===== src/rtl/store_checker_pkg.sv =====
// chk_pkg: status and store-class types shared by store_checker and store_classify.
package chk_pkg;
  typedef enum logic [2:0] {
    ST_IDLE       = 3'd0,
    ST_RUN        = 3'd1,
    ST_PASS       = 3'd2,
    ST_FAIL_DATA  = 3'd3,
    ST_FAIL_ORDER = 3'd4,
    ST_FAIL_UNEXP = 3'd5,
    ST_TIMEOUT    = 3'd6
  } chk_status_t;
  typedef enum logic [2:0] {
    CL_NONE    = 3'd0,
    CL_MS_OK   = 3'd1,
    CL_MS_BAD  = 3'd2,
    CL_FIN_OK  = 3'd3,
    CL_FIN_BAD = 3'd4,
    CL_OTHER   = 3'd5
  } store_class_t;
  function automatic logic is_terminal(input chk_status_t s);
    return s inside {ST_PASS, ST_FAIL_DATA, ST_FAIL_ORDER, ST_FAIL_UNEXP, ST_TIMEOUT};
  endfunction
endpackage


===== src/rtl/store_checker_classify.sv =====
// store_classify: decodes one cpu store into a milestone/final/other class.
module store_classify
  import chk_pkg::*;
#(
  parameter logic [31:0] MILESTONE_ADDR = 32'd80,
  parameter logic [31:0] MILESTONE_DATA = 32'd7,
  parameter logic [31:0] FINAL_ADDR     = 32'd84,
  parameter logic [31:0] FINAL_DATA     = 32'd7
) (
  input  logic         memwrite,
  input  logic [31:0]  dataaddr,
  input  logic [31:0]  writedata,
  output store_class_t cls
);
  always_comb
    cls = !memwrite ? CL_NONE :
          (dataaddr == MILESTONE_ADDR) ? ((writedata == MILESTONE_DATA) ? CL_MS_OK : CL_MS_BAD) :
          (dataaddr == FINAL_ADDR) ? ((writedata == FINAL_DATA) ? CL_FIN_OK : CL_FIN_BAD) :
          CL_OTHER;
endmodule


===== config.mk =====
export PLATFORM = sky130hd
export DESIGN_NAME = store_classify
export DESIGN_NICKNAME = d
export VERILOG_FILES = /design/src/rtl/store_checker_pkg.sv /design/src/rtl/store_checker_classify.sv
export SDC_FILE = /design/constraint.sdc
export NUM_CORES = 1
export LEC_CHECK = 0
export BUFFER_PORTS_ARGS = -buffer_cell sky130_fd_sc_hd__buf_2
export CAP_MARGIN = 20
export CELL_PAD_IN_SITES_DETAIL_PLACEMENT = 1
export CELL_PAD_IN_SITES_GLOBAL_PLACEMENT = 1
export CORE_MARGIN = 8
export CORE_UTILIZATION = 10
export DETAILED_ROUTE_END_ITERATION = 10
export GPL_ROUTABILITY_DRIVEN = 0
export PLACE_DENSITY = 0.92
export SYNTH_ARGS = -nofsm -noshare
export SYNTH_HDL_FRONTEND = slang
export SYNTH_SLANG_ARGS = --single-unit
export TNS_END_PERCENT = 10

===== constraint.sdc =====
create_clock -name vclk -period 1.2
set_input_delay 0.12 -clock vclk [all_inputs]
set_output_delay 0.12 -clock vclk [all_outputs]
set_load 0.01 [all_outputs]

* Yosys cells after proc, flatten, opt, wreduce, memory -nomap -nowiden *
Cells that the tools add are included.

operators by class
  add/sub/neg operators = 0
  div/mod/pow operators = 0
  equal/unequal tests = 3
  bitwise gates (word level) = 0
  shifts and indexed selects = 0
  $mul = 0
  $lt $le $gt $ge = 0
  muxes and demuxes = 5
  reduce and logical (&&, ||, !) cells = 0

operator list
  operator                                               count
  equality test 32 x 7 -> 1 bit (second input constant)  2
  equality test 32 x 3 -> 1 bit (second input constant)  1
  two-way mux 3 bit                                      4
  two-way mux 2 bit                                      1

storage, ports and cells
  register bits = 0
  output and inout bits = 3
  word-level logic and storage cells = 8
  bits in writable memories = 0
  input port bits = 65
  memory bits (read-only) = 0
  latch bits = 0
  memories kept = 0

* Logic depth before layout (Yosys ltp) *
Gate-level depths: netlist of the first run.

  depth after elaboration = 5
  depth in mapped cells = 4
  mapped depth without buffers = 4

* Least setup slack after synthesis of the first run *
Ideal clock, no wire load.

  path type = input to output
  start = in writedata[26]
  end = out cls[1]
  path slack = 169 ps
  arrival time = 911 ps
  cell stages on the path = 4
  data required time = 1080 ps
  path buffers = 0
  path through = nor4_2 > nand4_1 > o21ai_1 > and4b_1

between the ends
  longest elaborated chain between the ends = 5
  elaborated cells on any way between the ends = 6
  classes of those cells = eq/ne (1); mux (5)

RTL lines
  item                               RTL line                                                    source
  start, declared                    store_checker_classify.sv:12                                input logic [31:0] writedata,
  equality test 32 x 3 -> 1 bit (*)  store_checker_classify.sv:17, store_checker_classify.sv:18
  two-way mux 3 bit (2 in series)    store_checker_classify.sv:18                                (dataaddr == FINAL_ADDR) ? ((writedata == FINAL_DATA) ? CL_FIN_OK : CL_FIN_BAD) :
  two-way mux 3 bit (*)              store_checker_classify.sv:17                                (dataaddr == MILESTONE_ADDR) ? ((writedata == MILESTONE_DATA) ? CL_MS_OK : CL_MS_BAD) :
  two-way mux 3 bit (*)              store_checker_classify.sv:16                                cls = !memwrite ? CL_NONE :
  end, declared                      store_checker_classify.sv:13                                output store_class_t cls

Every way passes the cells marked *; elsewhere a longest branch is shown, timed or not.

* Worst setup path after layout of the first run *
  start = in writedata[24]
  end = out cls[1]

The elaborated chain is that of the path after synthesis.

==> out/summary.txt, run 1 <==
Post-Syn Area per Cell -> 7.65 sq um
violated checks -> negative setup slack
leakage power -> 0.321 nW
# clk buffers -> 0
die area -> 0.00377 sq mm
Synthesis Warnings -> 0
DRT iter0 DRCs -> 15
Post-synth top cells -> nor4_1, nand4_1, nor4_2
Worst Hold Launch -> memwrite
Syn Inst Count -> 27
measured slew at the worst slew-check pin -> 0.237 ns
cell taking the most area after synthesis -> nor4_1
post-synthesis sequential area ratio -> 0%
I/O Buffers -> 68
CP max FO -> 3
Hold/Removal Path Class -> input pin to output port
most used cell, CP -> buf_2
Seq. cell area -> 0 sq um
post-layout util -> 35.3%
Final Net Count -> 162
setup repair bufs after CTS -> 0
crit-path cells -> buf_2 > nor4_2 > nand4_1 > nor3_1 > and4b_1 > buf_2
first-pass GRT wire length -> 2530 um
CP max-delay cell -> nor4_2
max-cap viol count -> 0
endpoints failing hold -> 0
Worst EP arrival -> 1.24 ns
seq_cells -> 0
P per Cell Area -> 243 mW/mm^2
PnR worst setup slack -> -0.163 ns
area delta synth->final -> 235%
worst stage delay on the critical path -> 0.26 ns
area fraction of the dominant cell type after synthesis -> 27.3%
data required time of the worst path -> 1.08 ns
Die X -> 61.4 um
via count -> 545
DRC -> 0
Tmin final -> 1.36 ns
Final Cycle Share -> 114%
count leader, synth -> nor4_1
syn_nets -> 92
final setup fails -> 3
layout cell share with drive strength beyond 1 -> 84.2%
dpl cells -> 122
hold_buf cts -> 0
Die Span Y -> 61.4 um
Max VDD drop -> 0.0000833 V
core area -> 0.00196 sq mm
Final Max Slew Viols -> 0
Cell variety after synth -> 13
Rows -> 16
hold path cells -> 3
number of global-route vias before repair -> 629
WHS Endpoint -> cls[0]
Layout Cells excl Fill -> 122
GR Util All Layers -> 8.50%
status -> complete, but fails checks
largest net degree at the start of global routing -> 4
Slew headroom -> 84.0%
vias per cell -> 4.47
crit path launch type -> input pin
unrepaired setup endpoints after global routing -> yes
top cells by area, synth -> nor4_1, nor4_2, nand4_1
Starting Density -> 10.5%
drt wl/cell -> 15.0 um
Pre-antenna DRT Iters -> 2
Crit Path Class -> input pin to output port
post-route ant nets -> 0
CP Capture Type -> output port
initial antenna violation count -> 0
# IOs -> 68
routed wire length -> 1830 um
antenna cells -> 0
FMAX -> 0.734 GHz
gr ovfl total -> 0
synthesized cell area -> 206 sq um
==> worst max-delay path, delay by kind of cell <==
family | cells | cell delay, ns
AND/OR/NAND/NOR | 4 | 0.88
buffers and inverters | 2 | 0.24
==> report_power, final <==
part           internal [mW]  switching, mW
registers                  0              0
clock network              0              0
logic                  0.108         0.0598
==> layout make-up <==
cell class         instances  area [sq um]
repair buffers            68           384
multi-input cells         27           274
fillers                  260          1270
well taps                 27          33.8
==> how the worst max path moves through the flow <==
stage / startpoint / endpoint / depth (start not counted)
6_report: writedata[24] / cls[1] / 6
5_1_grt: writedata[24] / cls[1] / 6
4_1_cts: writedata[16] / cls[1] / 6
2_1_floorplan: writedata[26] / cls[1] / 4
3_3_place_gp: writedata[7] / cls[1] / 6
3_5_place_dp: writedata[7] / cls[1] / 6
==> cell families after synthesis <==
| logic type | Yosys count | synth area share [%] |
|---|---|---|
| compound gates | 3 | 10.3 |
| simple gates | 24 | 89.7 |
==> through the flow <==
stage          total power [mW]  area, sq um  setup WS [ns]  hold slack [ns]  TNS (ns)
6_report                  0.168          692         -0.163            0.580    -0.222
5_1_grt                   0.183          692         -0.250            0.598    -0.447
4_1_cts                   0.149          627         -0.115            0.581    -0.187
3_5_place_dp              0.134          581         -0.139            0.581    -0.244
3_3_place_gp              0.130          581        -0.0905            0.572    -0.135
2_1_floorplan            0.0198          206          0.169            0.351         0
==> placed cells by master (no fill, tap or decap) <==
cell type and instances:
buf_2 61, buf_6 7, nor4_2 6, nand4_1 4
nor4_4 3, nor4_1 3, nor2_1 2, and4bb_2 1
nor4b_2 1, nor3_1 1, o21ai_2 1, nor4b_1 1
nor3b_1 1, and4b_1 1, o31a_1 1, a21boi_0 1
==> layer usage <==
metal / up-vias / part of all wire, % / global-route usage, %
met4: 0 / 0 / 0
met3: 0 / 28 / 6.68
li1: 264 / - / -
met2: 56 / 40 / 16.0
met5: - / 0 / 0
met1: 225 / 32 / 7.36
==> what timing repair did <==
action | CTS | global route
setup endpoints to repair | 3 | 3
gates resized for setup | 7 | 10
pin swaps | 5 | 11
Note: power is estimated with default switching activity, not from simulation.
==> inputs of run 2 (changes only) <==
--- a/config.mk
+++ b/config.mk
@@ -5,15 +5,17 @@
 export SDC_FILE = /design/constraint.sdc
 export NUM_CORES = 1
 export LEC_CHECK = 0
+export ABC_AREA = 1
 export BUFFER_PORTS_ARGS = -buffer_cell sky130_fd_sc_hd__buf_2
 export CAP_MARGIN = 20
 export CELL_PAD_IN_SITES_DETAIL_PLACEMENT = 1
 export CELL_PAD_IN_SITES_GLOBAL_PLACEMENT = 1
 export CORE_MARGIN = 8
-export CORE_UTILIZATION = 10
+export CORE_UTILIZATION = 16
 export DETAILED_ROUTE_END_ITERATION = 10
 export GPL_ROUTABILITY_DRIVEN = 0
-export PLACE_DENSITY = 0.92
+export PLACE_DENSITY = 0.81
+export SLEW_MARGIN = 20
 export SYNTH_ARGS = -nofsm -noshare
 export SYNTH_HDL_FRONTEND = slang
 export SYNTH_SLANG_ARGS = --single-unit
==> run 2 against run 1 <==
  * The run now ends clean
  * Combinational power rose by 46%
  * Critical path depth is 5 higher
  * Cell count rose by 75%
  * Sequential share of layout area unchanged
  * Clock-buffer cell count stayed put
  * Via count grew 64%
  * Synthesized cell count rose to 4.2 times the previous value
  * Largest cell class is now multi-input gates
==> out/summary.txt, run 2 <==
status -> complete, no violations (was complete, but fails checks)
Crit Path Class -> input pin to output port (unchanged)
GR Util All Layers -> 7.93% (was 8.50%)
synthesized cell area -> 470 sq um (was 206 sq um)
Final Net Count -> 249 (was 162)
Final Cycle Share -> 97.9% (was 114%)
setup TNS -> 0 ns (was -0.222 ns)
gr ovfl total -> 0 (unchanged)
data required time of the worst path -> 1.08 ns (about the same)
Place WS -> -0.00705 ns (was -0.139 ns)
via count -> 892 (was 545)
top cells by area, synth -> nor2_1, nand2_1, inv_1 (was nor4_1, nor4_2, nand4_1)
max-cap viol count -> 0 (unchanged)
cell taking the most area after synthesis -> nor2_1 (was nor4_1)
Final Max Slew Viols -> 0 (unchanged)
drt wl/cell -> 10.9 um (was 15.0 um)
crit path launch type -> input pin (unchanged)
first-pass GRT wire length -> 3570 um (was 2530 um)
Worst Hold Launch -> memwrite (unchanged)
antenna cells -> 0 (unchanged)
CP max-delay cell -> buf_2 (was nor4_2)
Rows -> 19 (was 16)
Post-Syn Area per Cell -> 4.13 sq um (was 7.65 sq um)
CP max FO -> 4 (was 3)
dpl cells -> 213 (was 122)
die area -> 0.00493 sq mm (was 0.00377 sq mm)
Post-synth top cells -> nor2_1, nand2_1, inv_1 (was nor4_1, nand4_1, nor4_2)
unrepaired setup endpoints after global routing -> yes (unchanged)
Die X -> 70.2 um (was 61.4 um)
DRC -> 0 (unchanged)
Hold/Removal Path Class -> input pin to output port (unchanged)
Starting Density -> 16.9% (was 10.5%)
routed wire length -> 2330 um (was 1830 um)
count leader, synth -> nor2_1 (was nor4_1)
post-layout util -> 37.8% (was 35.3%)
crit-path cells -> buf_2 > nor2_2 > nand2_1 > nor2_2 > nand2_2 > inv_2 > nand2_2 > nand2_1 > nand2_1 > nor2_2 > buf_2 (was buf_2 > nor4_2 > nand4_1 > nor3_1 > and4b_1 > buf_2)
HPWL after DPL -> 2070 um
FMAX -> 0.851 GHz (was 0.734 GHz)
layout cell share with drive strength beyond 1 -> 62.1% (was 84.2%)
P per Cell Area -> 233 mW/mm^2 (was 243 mW/mm^2)
measured slew at the worst slew-check pin -> 0.219 ns (was 0.237 ns)
initial antenna violation count -> 0 (unchanged)
Layout Cells excl Fill -> 213 (was 122)
Tmin final -> 1.18 ns (was 1.36 ns)
Synthesis Warnings -> 0 (unchanged)
# clk buffers -> 0 (unchanged)
post-route ant nets -> 0 (unchanged)
I/O Buffers -> 68 (unchanged)
largest net degree at the start of global routing -> 5 (was 4)
WHS Endpoint -> cls[0] (unchanged)
DRT iter0 DRCs -> 5 (was 15)
syn_nets -> 179 (was 92)
post-route cell area -> 0.00105 sq mm (was 692 sq um)
core area -> 0.00278 sq mm (was 0.00196 sq mm)
Max VDD drop -> 0.000118 V (was 0.0000833 V)
Final Power -> 0.245 mW (was 0.168 mW)
# IOs -> 68 (unchanged)
placed cell area -> 850 sq um (was 581 sq um)
area delta synth->final -> 124% (was 235%)
seq_cells -> 0 (unchanged)
final setup fails -> 0 (was 3)
endpoints failing hold -> 0 (unchanged)
most frequent cells in the layout -> buf_2, nand2_1, nor2_2 (was buf_2, buf_6, nor4_2)
Cell variety after synth -> 11 (was 13)
hold path cells -> 4 (was 3)
area fraction of the dominant cell type after synthesis -> 36.7% (was 27.3%)
hold_ws -> 0.584 ns (was 0.580 ns)
Slew headroom -> 85.3% (was 84.0%)
leakage power -> 0.530 nW (was 0.321 nW)
Seq. cell area -> 0 sq um (unchanged)
Pre-antenna DRT Iters -> 4 (was 2)
vias per cell -> 4.19 (was 4.47)
most common cell after layout, fill and taps aside -> buf_2 (unchanged)
worst stage delay on the critical path -> 0.14 ns (was 0.26 ns)
post-synthesis sequential area ratio -> 0% (unchanged)
Worst EP arrival -> 1.06 ns (was 1.24 ns)
Die Span Y -> 70.2 um (was 61.4 um)
number of global-route vias before repair -> 892 (was 629)
CP Capture Type -> output port (unchanged)
PnR worst setup slack -> 0.0248 ns (was -0.163 ns)
Syn Inst Count -> 114 (was 27)
[run 2: cell types whose count changed in the layout (fill, tap and decap cells not counted), sizes merged, moves of 2 or more]
cell   previous run  this run
nor4             12         0
nand2             0        45
nand4             4         1
nor4b             2         0
nor2              2        52
inv               0        13
[run 2: timing repair]
item	in CTS	in global routing
setup buffers	0	0
pin swaps	0	26
setup endpoints to repair	1	3
resized for setup	1	55
cloned	0	0
hold buffers	0	0
hold endpoints to repair	0	0
[run 2: cell type report]
class | count | area (sq um)
Fill cell | 396 | 1730
Multi-Input combinational cell | 101 | 562
Timing Repair Buffer | 68 | 403
Inverter | 13 | 48.8
Tap cell | 31 | 38.8
[run 2: cell families (layout without fill, tap and decap cells)]
kind of cell	after synthesis	after routing	share of synthesized area, %
AOI/OAI and AO/OA	1	1	1.06
buffers and inverters	13	81	10.4
and+or+nand+nor	100	100	88.6
[run 2: power by group]
group	total, mW	switching (mW)	internal (mW)	leakage, nW
clock network	0	0	0	0
registers	0	0	0	0
logic	0.245	0.107	0.138	0.530
[run 2: critical path: cells and delay by family]
kind | cells | cell delay, ns
buffers and inverters | 3 | 0.30
and+or+nand+nor | 8 | 0.64
[run 2: layer usage]
layer / share of wire [%] / track usage, %
met1: 37 / 8.53
met2: 54 / 15.4
met3: 9.0 / 2.40
met4: 0 / 0
met5: 0 / 0
[run 2: worst max path at each step]
stage	from	endpoint	slack [ns]	depth (start not counted)
final	dataaddr[19]	cls[1]	0.02	11
after global routing	dataaddr[19]	cls[1]	-0.08	11
after CTS	writedata[31]	cls[1]	0.009	11
after detailed placement	writedata[27]	cls[1]	-0.007	11
after global placement	writedata[27]	cls[1]	0.02	11
after floorplan	dataaddr[15]	cls[1]	0.30	9
